$ cat src/rtl/cpu_pkg.sv
// Shared constants for the 8-bit CPU: FSM state codes and ALU opcodes.
package cpu_pkg;

    typedef logic [2:0] state_t;
    typedef logic [2:0] alu_op_t;

    localparam state_t FETCH      = 3'b000;
    localparam state_t DECODE     = 3'b001;
    localparam state_t EXECUTE    = 3'b010;
    localparam state_t MEMORY     = 3'b011;
    localparam state_t WRITEBACK  = 3'b100;
    localparam state_t HALT_STATE = 3'b101;

    localparam alu_op_t ALU_ADD  = 3'b000;
    localparam alu_op_t ALU_SUB  = 3'b001;
    localparam alu_op_t ALU_AND  = 3'b010;
    localparam alu_op_t ALU_OR   = 3'b011;
    localparam alu_op_t ALU_XOR  = 3'b100;
    localparam alu_op_t ALU_NOT  = 3'b101;
    localparam alu_op_t ALU_SHL  = 3'b110;
    localparam alu_op_t ALU_PASS = 3'b111;

    // Sign-extend a 4-bit branch offset to a full byte.
    function automatic logic [7:0] sext4(input logic [3:0] v);
        return {{4{v[3]}}, v};
    endfunction

endpackage

$ cat src/rtl/cpu_datapath_if.sv
// Byte-wide external memory port of the CPU datapath.
interface cpu_datapath_if;
    logic [7:0] mem_addr;
    logic [7:0] mem_wdata;
    logic       mem_wr;
    logic [7:0] mem_rdata;

    modport master (output mem_addr, output mem_wdata, output mem_wr, input mem_rdata);
    modport slave  (input mem_addr, input mem_wdata, input mem_wr, output mem_rdata);
endinterface

$ cat src/rtl/alu_8b.sv
// Combinational 8-bit ALU; carry/borrow are dropped.
module alu_8b
    import cpu_pkg::*;
(
    input  logic [7:0] op_a_i,
    input  logic [7:0] op_b_i,
    input  alu_op_t    opcode_i,
    output logic [7:0] result_o,
    output logic       zero_o
);

    // Operation decode; every opcode is defined so no default is needed.
    always_comb begin
        result_o = 8'h00;
        unique case (opcode_i)
            ALU_ADD:  result_o = op_a_i + op_b_i;
            ALU_SUB:  result_o = op_a_i - op_b_i;
            ALU_AND:  result_o = op_a_i & op_b_i;
            ALU_OR:   result_o = op_a_i | op_b_i;
            ALU_XOR:  result_o = op_a_i ^ op_b_i;
            ALU_NOT:  result_o = ~op_a_i;
            ALU_SHL:  result_o = {op_a_i[6:0], 1'b0};
            ALU_PASS: result_o = op_b_i;
            default:  result_o = 8'h00;
        endcase
        zero_o = (result_o == 8'h00);
    end

endmodule

$ cat src/rtl/cpu_datapath.sv
// Register-level datapath of the 8-bit CPU: state, PC, IR, A, B, ALU result and ZF.
module cpu_datapath
    import cpu_pkg::*;
(
    input  logic           clk,
    input  logic           reset,
    input  state_t         next_state,
    input  logic           pc_we,
    input  logic           pc_sel,
    input  logic [3:0]     pc_offset,
    input  logic           addr_sel,
    input  logic [3:0]     addr_offset,
    input  logic           mem_sel,
    input  logic           mem_we,
    input  alu_op_t        alu_opcode,
    input  logic           alu_sel_a,
    input  logic           alu_sel_b,
    input  logic           alu_we,
    input  logic           zf_we,
    input  logic           ir_we,
    input  logic           a_sel,
    input  logic           a_we,
    input  logic           b_sel,
    input  logic           b_we,
    input  logic           halt,
    cpu_datapath_if.master mem_bus,
    output state_t         state,
    output logic [7:0]     instr,
    output logic           zf,
    output logic [7:0]     pc,
    output logic           halted
);

    state_t     state_q, state_d;
    logic [7:0] pc_q, pc_d, ir_q, ir_d, a_q, a_d, b_q, b_d, alu_q, alu_d;
    logic       zf_q, zf_d;
    logic [7:0] op_a, op_b, alu_res;
    logic       alu_zero, run;

    alu_8b u_alu (
        .op_a_i   (op_a),
        .op_b_i   (op_b),
        .opcode_i (alu_opcode),
        .result_o (alu_res),
        .zero_o   (alu_zero)
    );

    // Operand muxes and halt gating; run=0 freezes every register and the write strobe.
    always_comb begin
        run  = (state_q != HALT_STATE);
        op_a = alu_sel_a ? pc_q : a_q;
        op_b = alu_sel_b ? {4'b0000, ir_q[3:0]} : b_q;
    end

    // Next-state for all registers; every source uses pre-edge register values.
    always_comb begin
        state_d = state_q;
        pc_d    = pc_q;
        ir_d    = ir_q;
        a_d     = a_q;
        b_d     = b_q;
        alu_d   = alu_q;
        zf_d    = zf_q;
        if (run) begin
            state_d = halt ? HALT_STATE : next_state;
            if (pc_we)  pc_d  = pc_sel ? pc_q + sext4(pc_offset) : pc_q + 8'd1;
            if (ir_we)  ir_d  = mem_bus.mem_rdata;
            if (a_we)   a_d   = a_sel ? mem_bus.mem_rdata : alu_q;
            if (b_we)   b_d   = b_sel ? mem_bus.mem_rdata : alu_q;
            if (alu_we) alu_d = alu_res;
            if (zf_we)  zf_d  = alu_zero;
        end
    end

    // Register bank with asynchronous reset.
    always_ff @(posedge clk or posedge reset) begin
        if (reset) begin
            state_q <= FETCH;
            pc_q    <= 8'h00;
            ir_q    <= 8'h00;
            a_q     <= 8'h00;
            b_q     <= 8'h00;
            alu_q   <= 8'h00;
            zf_q    <= 1'b0;
        end else begin
            state_q <= state_d;
            pc_q    <= pc_d;
            ir_q    <= ir_d;
            a_q     <= a_d;
            b_q     <= b_d;
            alu_q   <= alu_d;
            zf_q    <= zf_d;
        end
    end

    // Memory port and status outputs, combinational from current registers.
    always_comb begin
        mem_bus.mem_addr  = addr_sel ? b_q + {4'b0000, addr_offset} : pc_q;
        mem_bus.mem_wdata = mem_sel ? alu_q : a_q;
        mem_bus.mem_wr    = mem_we && run;
        state             = state_q;
        instr             = ir_q;
        zf                = zf_q;
        pc                = pc_q;
        halted            = !run;
    end

endmodule
$ cat src/flat_wrapper.sv
// flat-port wrapper written by rule: the top's interface ports become plain ports
module cpu_datapath_flat import cpu_pkg::*;
  (clk, reset, next_state, pc_we, pc_sel, pc_offset, addr_sel, addr_offset, mem_sel, mem_we, alu_opcode, alu_sel_a, alu_sel_b, alu_we, zf_we, ir_we, a_sel, a_we, b_sel, b_we, halt, state, instr, zf, pc, halted, mem_bus_mem_addr, mem_bus_mem_wdata, mem_bus_mem_wr, mem_bus_mem_rdata);
  cpu_datapath_if mem_bus_i ();
  input  logic clk;
  input  logic reset;
  input  state_t next_state;
  input  logic pc_we;
  input  logic pc_sel;
  input  logic [3:0] pc_offset;
  input  logic addr_sel;
  input  logic [3:0] addr_offset;
  input  logic mem_sel;
  input  logic mem_we;
  input  alu_op_t alu_opcode;
  input  logic alu_sel_a;
  input  logic alu_sel_b;
  input  logic alu_we;
  input  logic zf_we;
  input  logic ir_we;
  input  logic a_sel;
  input  logic a_we;
  input  logic b_sel;
  input  logic b_we;
  input  logic halt;
  output state_t state;
  output logic [7:0] instr;
  output logic zf;
  output logic [7:0] pc;
  output logic halted;
  output wire logic [$bits(mem_bus_i.mem_addr)-1:0] mem_bus_mem_addr;
  output wire logic [$bits(mem_bus_i.mem_wdata)-1:0] mem_bus_mem_wdata;
  output wire logic [$bits(mem_bus_i.mem_wr)-1:0] mem_bus_mem_wr;
  input wire logic [$bits(mem_bus_i.mem_rdata)-1:0] mem_bus_mem_rdata;
  assign mem_bus_mem_addr = mem_bus_i.mem_addr;
  assign mem_bus_mem_wdata = mem_bus_i.mem_wdata;
  assign mem_bus_mem_wr = mem_bus_i.mem_wr;
  assign mem_bus_i.mem_rdata = mem_bus_mem_rdata;
  cpu_datapath u_core (.clk(clk), .reset(reset), .next_state(next_state), .pc_we(pc_we), .pc_sel(pc_sel), .pc_offset(pc_offset), .addr_sel(addr_sel), .addr_offset(addr_offset), .mem_sel(mem_sel), .mem_we(mem_we), .alu_opcode(alu_opcode), .alu_sel_a(alu_sel_a), .alu_sel_b(alu_sel_b), .alu_we(alu_we), .zf_we(zf_we), .ir_we(ir_we), .a_sel(a_sel), .a_we(a_we), .b_sel(b_sel), .b_we(b_we), .halt(halt), .mem_bus(mem_bus_i), .state(state), .instr(instr), .zf(zf), .pc(pc), .halted(halted));
endmodule
$ cat config.mk
export PLATFORM = sky130hd
export DESIGN_NAME = cpu_datapath_flat
export DESIGN_NICKNAME = d
export VERILOG_FILES = /design/src/rtl/cpu_pkg.sv /design/src/rtl/cpu_datapath_if.sv /design/src/rtl/alu_8b.sv /design/src/rtl/cpu_datapath.sv /design/src/flat_wrapper.sv
export SDC_FILE = /design/constraint.sdc
export NUM_CORES = 1
export LEC_CHECK = 0
export BUFFER_PORTS_ARGS = -buffer_cell sky130_fd_sc_hd__buf_2
export CAP_MARGIN = 40
export CORE_MARGIN = 2
export CORE_UTILIZATION = 40
export CTS_BUF_LIST = sky130_fd_sc_hd__clkbuf_8
export DETAILED_ROUTE_END_ITERATION = 10
export PLACE_DENSITY_LB_ADDON = 0.08
export SYNTH_ARGS = -nofsm -noshare
export SYNTH_HDL_FRONTEND = slang
export SYNTH_HIERARCHICAL = 1
export SYNTH_SLANG_ARGS = --single-unit
$ cat constraint.sdc
create_clock -name clk -period 3.85 [get_ports clk]
set_input_delay 0.5775 -clock clk [delete_from_list [all_inputs] [get_ports clk]]
set_output_delay 0.5775 -clock clk [all_outputs]
set_load 0.01 [all_outputs]
==> flow_metrics.tcl, run 1 <==
set metrics [dict create \
    status "completed" \
    drc_errors 0 \
    grt.overflow.total 0 \
    cp-end-kind "flip-flop" \
    diodes 0 \
    maxCapViolCount 0 \
    grt_usage_pct 20.9 \
    ys_seq_elements 44 \
    criticalPathCategory "in -> reg" \
    regArea_mm2 0.00110 \
    yosysWarnings 6 \
    place_congestion 0.907 \
    rows 36 \
    synthCells 422 \
    cts_tree "yes" \
    slew_headroom_pct 62.7 \
    layout_min_cycle_time_ps 3260 \
    cts.htree.levels 2 \
    vias 3306 \
    yosys.area_share.xor_xnor_pct 4.04 \
    wl_per_cell_um 17.1 \
    nets 563 \
    synthSimpleGateAreaFrac_pct 17.2 \
    cts_resized 0 \
    syn-cell-area_mm2 0.00390 \
    critical_path.startpoint "alu_sel_b" \
    maxSlewViolCount 0 \
    cts-root-buf "clkbuf_8" \
    start_kind "input port" \
    area_growth_pct 14.4 \
    power.density_mw_per_mm2 583 \
    hold_buffers 0 \
    synth-edff-count 0 \
    r2r_slack_ps 600 \
    cp_data_arrival_time_ps 3500 \
    initial_utilization_pct 40.5 \
    r2r-end "u_core/zf$_DFFE_PP0P_" \
    critPathCapture "u_core/zf$_DFFE_PP0P_" \
    drive_above_1_share_pct 28.0 \
    first_global_vias 3154 \
    grt_pass1_wl_mm 16.8 \
    synth_area_per_cell_um2 9.25 \
    timing.rr.start "u_core/b_q[1]$_DFFE_PP0P_" \
    insertion_delay_ps 300 \
    multi_input_area_mm2 0.00258 \
    cts_buffers 5 \
    hpwl_mm 8.49 \
    dieWidth_um 103 \
    fillers 1007 \
    core_mm2 0.00964 \
    instances_no_fill 623 \
    synth_compound_area_share_pct 14.9 \
    ys_types 65 \
    setup_tns_ps 0 \
    dieArea_mm2 0.0106 \
    holdCritPathClass "in -> async" \
    fin_crit_sh_pct 84.7 \
    grt_max_degree 37 \
    worst_pin_slew_ps 555 \
    post_cts_buffers 0 \
    mostFrequentLayoutCells "76 x buf_2, 44 x dfrtp_1, 43 x nor2_1" \
    synth_nets 495 \
    routed_wl_mm 10.6 \
    clk_path_buf_depth 2 \
    io_buffers 76 \
    synthFlopType "dfrtp_1" \
    place_inst 616 \
    cts_sinks 44 \
    crit_fanout 9 \
    vdd_drop_max_mv 0.261 \
    die_h_um 103 \
    io_pins 77 \
    fmax_ghz 0.307 \
    r2r.worst_path.cells 12 \
    viasPerCell 5.31 \
    rsz0062_at_grt "false" \
    postRouteAntennaNets 0 \
    muxShareOfSynthArea_pct 18.4 \
    final_common_cell "buf_2" \
    async_reset_ff_share_pct 100 \
    synth_top_family_by_area "multiplexers" \
    clk_pin_slew_ps 90 \
    drt_iter0_drc 144 \
    synth_fa_ha_area_share_pct 11.5 \
    seq_area_frac_synth_pct 28.2 \
    drt-pass1-iter-count 5 \
    setup_viol_count_final 0 \
    antenna_found_initial 0 \
    p_leak_nw 2.10 \
    finClkSkew_ps 9.73 \
    hold_viol 0 \
    crit_required_ps 4090 \
]
metrics by stage:
step | util [%] | power (mW) | cell area [um2] | hold WS [ps] | worst slack (ps)
global route | 46.3 | 2.84 | 4460 | 272 | 330
CTS | 46.3 | 2.61 | 4460 | 253 | 566
detailed placement | 45.5 | 2.32 | 4380 | 477 | 256
finish | 46.3 | 2.60 | 4460 | 247 | 588
floorplan | - | 1.86 | 3900 | 509 | 393
global placement | 45.3 | 2.30 | 4360 | 477 | 370
area by class of cell:
cell class / instances / area share (%)
Inverter: 32 / 2.69
Timing Repair Buffer: 79 / 9.30
Sequential cell: 44 / 24.7
Clock inverter: 2 / 0.280
Tap cell: 133 / 3.73
Multi-Input combinational cell: 328 / 57.8
Clock buffer: 5 / 1.54
cell families (layout without fill, tap and decap cells):
group / Yosys count / count (layout)
compound gates: 89 / 89
xor+xnor: 18 / 18
fa+ha+maj: 34 / 34
buf+inv: 50 / 118
flops: 44 / 44
mux: 63 / 63
simple gates: 124 / 124
routing by layer:
metal  global-route usage [%]  share of wire, %
met4                     2.83              0.20
met5                        0                 0
met2                     31.6                43
met1                     32.0                51
met3                     3.66               5.6
sequential cells by signal, summed over array words and instances (netlist names):
name	flops
u_core/zf	1
u_core/state	3
u_core/a_q	8
u_core/pc	8
u_core/instr	8
u_core/b_q	8
u_core/alu_q	8
power by group:
| part | switching, mW | total, mW | internal, mW |
|---|---|---|---|
| sequential | 0.195 | 0.798 | 0.604 |
| combinational | 0.818 | 1.52 | 0.705 |
| clock | 0.158 | 0.281 | 0.123 |
Yosys cell counts (all sizes together), types with 4 or more instances:
library cell,instances,share of area [%]
dfrtp,44,28
nor3b,5,1.2
xnor2,12,2.7
inv,32,3.1
buf,11,2.0
ha,31,9.9
clkbuf,7,0.67
nand3,5,0.77
o21ai,11,1.4
nand2,23,2.4
nand2b,8,1.3
a211oi,4,0.77
mux2i,19,4.9
xor2,6,1.3
a21oi,40,5.7
nor2b,9,1.6
and2,6,0.96
nor2,43,4.1
o21a,5,0.96
mux2,41,12
or4,4,0.87
nor4,4,0.80
worst max-delay path: stages:
cell and delay [ps]:
buf_2 170, mux2_1 420, inv_1 110, ha_1 220, mux2_2 290, fa_1 420
xnor2_1 130, mux4_2 490, nor3b_2 200, o311ai_1 130, nor4_2 170, mux2_1 170
worst min path at each step:
stage                                 from                          end  slack, ps  cells past startpoint
5_1_grt                              reset  u_core/instr[4]$_DFFE_PP0P_        270                      2
4_1_cts                              reset  u_core/instr[4]$_DFFE_PP0P_        250                      2
3_5_place_dp   u_core/instr[7]$_DFFE_PP0P_  u_core/instr[7]$_DFFE_PP0P_        480                      1
6_report                             reset  u_core/instr[4]$_DFFE_PP0P_        250                      2
2_1_floorplan    u_core/a_q[0]$_DFFE_PP0P_    u_core/a_q[0]$_DFFE_PP0P_        510                      2
3_3_place_gp   u_core/instr[7]$_DFFE_PP0P_  u_core/instr[7]$_DFFE_PP0P_        480                      1
Power figures use the tool's default switching activity.
==> run 2: changes to the inputs <==
==> constraint.sdc (replaced) <==
create_clock -name clk -period 3.1 [get_ports clk]
set_input_delay 0.465 -clock clk [delete_from_list [all_inputs] [get_ports clk]]
set_output_delay 0.465 -clock clk [all_outputs]
set_load 0.01 [all_outputs]
==> run 2 against run 1 <==
Net effect: sequential power is 17% higher; non-clock buffer count is 40 higher; sequential cell count did not move; core utilization is 4.0 points higher; largest power group unchanged; die area stayed put; first-iteration DRC count rose by 26%; register-to-register slack worse by 500 ps; count of clock-buffer cells in the layout did not move; power rose by 40%; clock power increased by 23%; clock skew down 4.8 ps.
==> flow_metrics.tcl, run 2 (synthesis results as in run 1) <==
set metrics [dict create \
    status "completed" \
    insertion_delay_ps 290 \
    fin_crit_sh_pct 96.8 \
    drive_above_1_share_pct 36.0 \
    cts.htree.levels 2 \
    holdCritPathClass "in -> async" \
    rows 36 \
    cts_buffers 5 \
    cp_data_arrival_time_ps 3180 \
    cp_num_buf_inv 1 \
    final_common_cell "buf_2" \
    io_pins 77 \
    cts_tree "yes" \
    timing.rr.start "u_core/instr[2]$_DFFE_PP0P_" \
    cts_sinks 44 \
    crit_chain "mux2_1 -> nor4_2 -> a21oi_1 -> xnor2_1 -> ha_1 -> or4_1 -> o22ai_1 -> xnor2_1 -> o21ai_2 -> buf_4 -> mux2_2" \
    multi_input_area_mm2 0.00266 \
    grt_pass1_wl_mm 17.6 \
    path_delay_family "simple AND/OR/NAND/NOR gates" \
    critical_path.startpoint "u_core/instr[2]$_DFFE_PP0P_" \
    hold_buffers 0 \
    regArea_mm2 0.00110 \
    routed_wl_mm 11.0 \
    drt-pass1-iter-count 4 \
    slowest_delay_ps 510 \
    whs_ps 78.1 \
    vdd_drop_max_mv 0.401 \
    clk_path_buf_depth 2 \
    hpwl_mm 8.70 \
    first_global_vias 3350 \
    layout_min_cycle_time_ps 3000 \
    nets 603 \
    clk_pin_slew_ps 80 \
    grt_max_degree 37 \
    setup_viol_count_final 0 \
    place_congestion 0.804 \
    maxCapViolCount 0 \
    start_kind "flip-flop" \
    cpMostUsedCell "xnor2_1" \
    power.density_mw_per_mm2 750 \
    grt.overflow.total 0 \
    p_leak_nw 2.33 \
    finClkSkew_ps 4.95 \
    crit_fanout 3 \
    crit_path_top_delay_cell "or4_1" \
    wl_per_cell_um 16.6 \
    die_h_um 103 \
    diodes 0 \
    drc_errors 0 \
    criticalPathCategory "reg -> reg" \
    mostFrequentLayoutCells "76 x buf_2, 44 x dfrtp_1, 42 x buf_4" \
    worst_pin_slew_ps 607 \
    initial_utilization_pct 40.5 \
    r2r_slack_ps 100 \
    antenna_found_initial 0 \
    slew_headroom_pct 59.5 \
    drt_iter0_drc 181 \
    r2r.worst_path.cells 11 \
    fmax_ghz 0.333 \
    r2r-end "u_core/alu_q[7]$_DFFE_PP0P_" \
    viasPerCell 5.21 \
    dieArea_mm2 0.0106 \
    io_buffers 76 \
    dieWidth_um 103 \
    power_mw 3.63 \
    fillers 969 \
    maxSlewViolCount 0 \
    vias 3452 \
    hold_viol 0 \
    cts-root-buf "clkbuf_8" \
    postRouteAntennaNets 0 \
    core_mm2 0.00964 \
    cp-end-kind "flip-flop" \
    grt_usage_pct 21.7 \
    crit_required_ps 3280 \
    area_growth_pct 24.2 \
]
run 2: how the worst max path moves through the flow:
stage | end | slack (ps) | depth (start not counted)
5_1_grt | u_core/alu_q[7]$_DFFE_PP0P_ | -30 | 11
4_1_cts | u_core/alu_q[5]$_DFFE_PP0P_ | 10 | 14
6_report | u_core/alu_q[7]$_DFFE_PP0P_ | 100 | 11
2_1_floorplan | u_core/zf$_DFFE_PP0P_ | 3 | 12
3_3_place_gp | u_core/zf$_DFFE_PP0P_ | -170 | 12
3_5_place_dp | u_core/alu_q[5]$_DFFE_PP0P_ | -240 | 15
run 2: stage by stage:
stage                     setup slack, ps  cell area [um2]  TNS, ps  util [%]  cells
after floorplan                      2.96             3920        0         -    422
final                                 101             4850        0      50.3    663
after CTS                            14.7             4740        0      49.1    658
after global routing                -33.1             4850    -34.0      50.3    663
after global placement               -174             4640     -534      48.1    650
after detailed placement             -241             4660     -777      48.3    651
run 2: worst register-to-register path, delay by kind of cell, from the launching register on:
family	cells	cell delay, ps
and+or+nand+nor	2	780
adders and majority gates	1	210
DFF	1	410
xor gates and xnor gates	2	310
muxes	2	610
AOI/OAI and AO/OA	3	420
buffers and inverters	1	140
run 2: layout make-up:
class | count | share of cell area, %
timing repair buffer | 119 | 14.8
inverter | 32 | 2.53
tap | 133 | 3.43
sequential | 44 | 22.7
clock buffer | 5 | 1.42
clock inverter | 2 | 0.181
multi-input combinational | 328 | 55.0
run 2: power breakdown:
group	internal, mW	switching, mW
Clock	0.150	0.195
Combinational	1.19	1.17
Sequential	0.750	0.181
Total	2.09	1.54
run 2: repair_timing:
action                     in CTS  in global routing
setup endpoints to repair       0                  4
buffers inserted                0                  5
gates resized for setup         0                 19
run 2: layer usage:
| layer | part of all wire [%] | track usage, % | vias to the layer above |
|---|---|---|---|
| met5 | 0 | 0 | - |
| met4 | 0.14 | 2.73 | 0 |
| met3 | 5.0 | 2.98 | 2 |
| met2 | 44 | 33.6 | 79 |
| met1 | 51 | 33.0 | 1656 |
| li1 | - | - | 1715 |
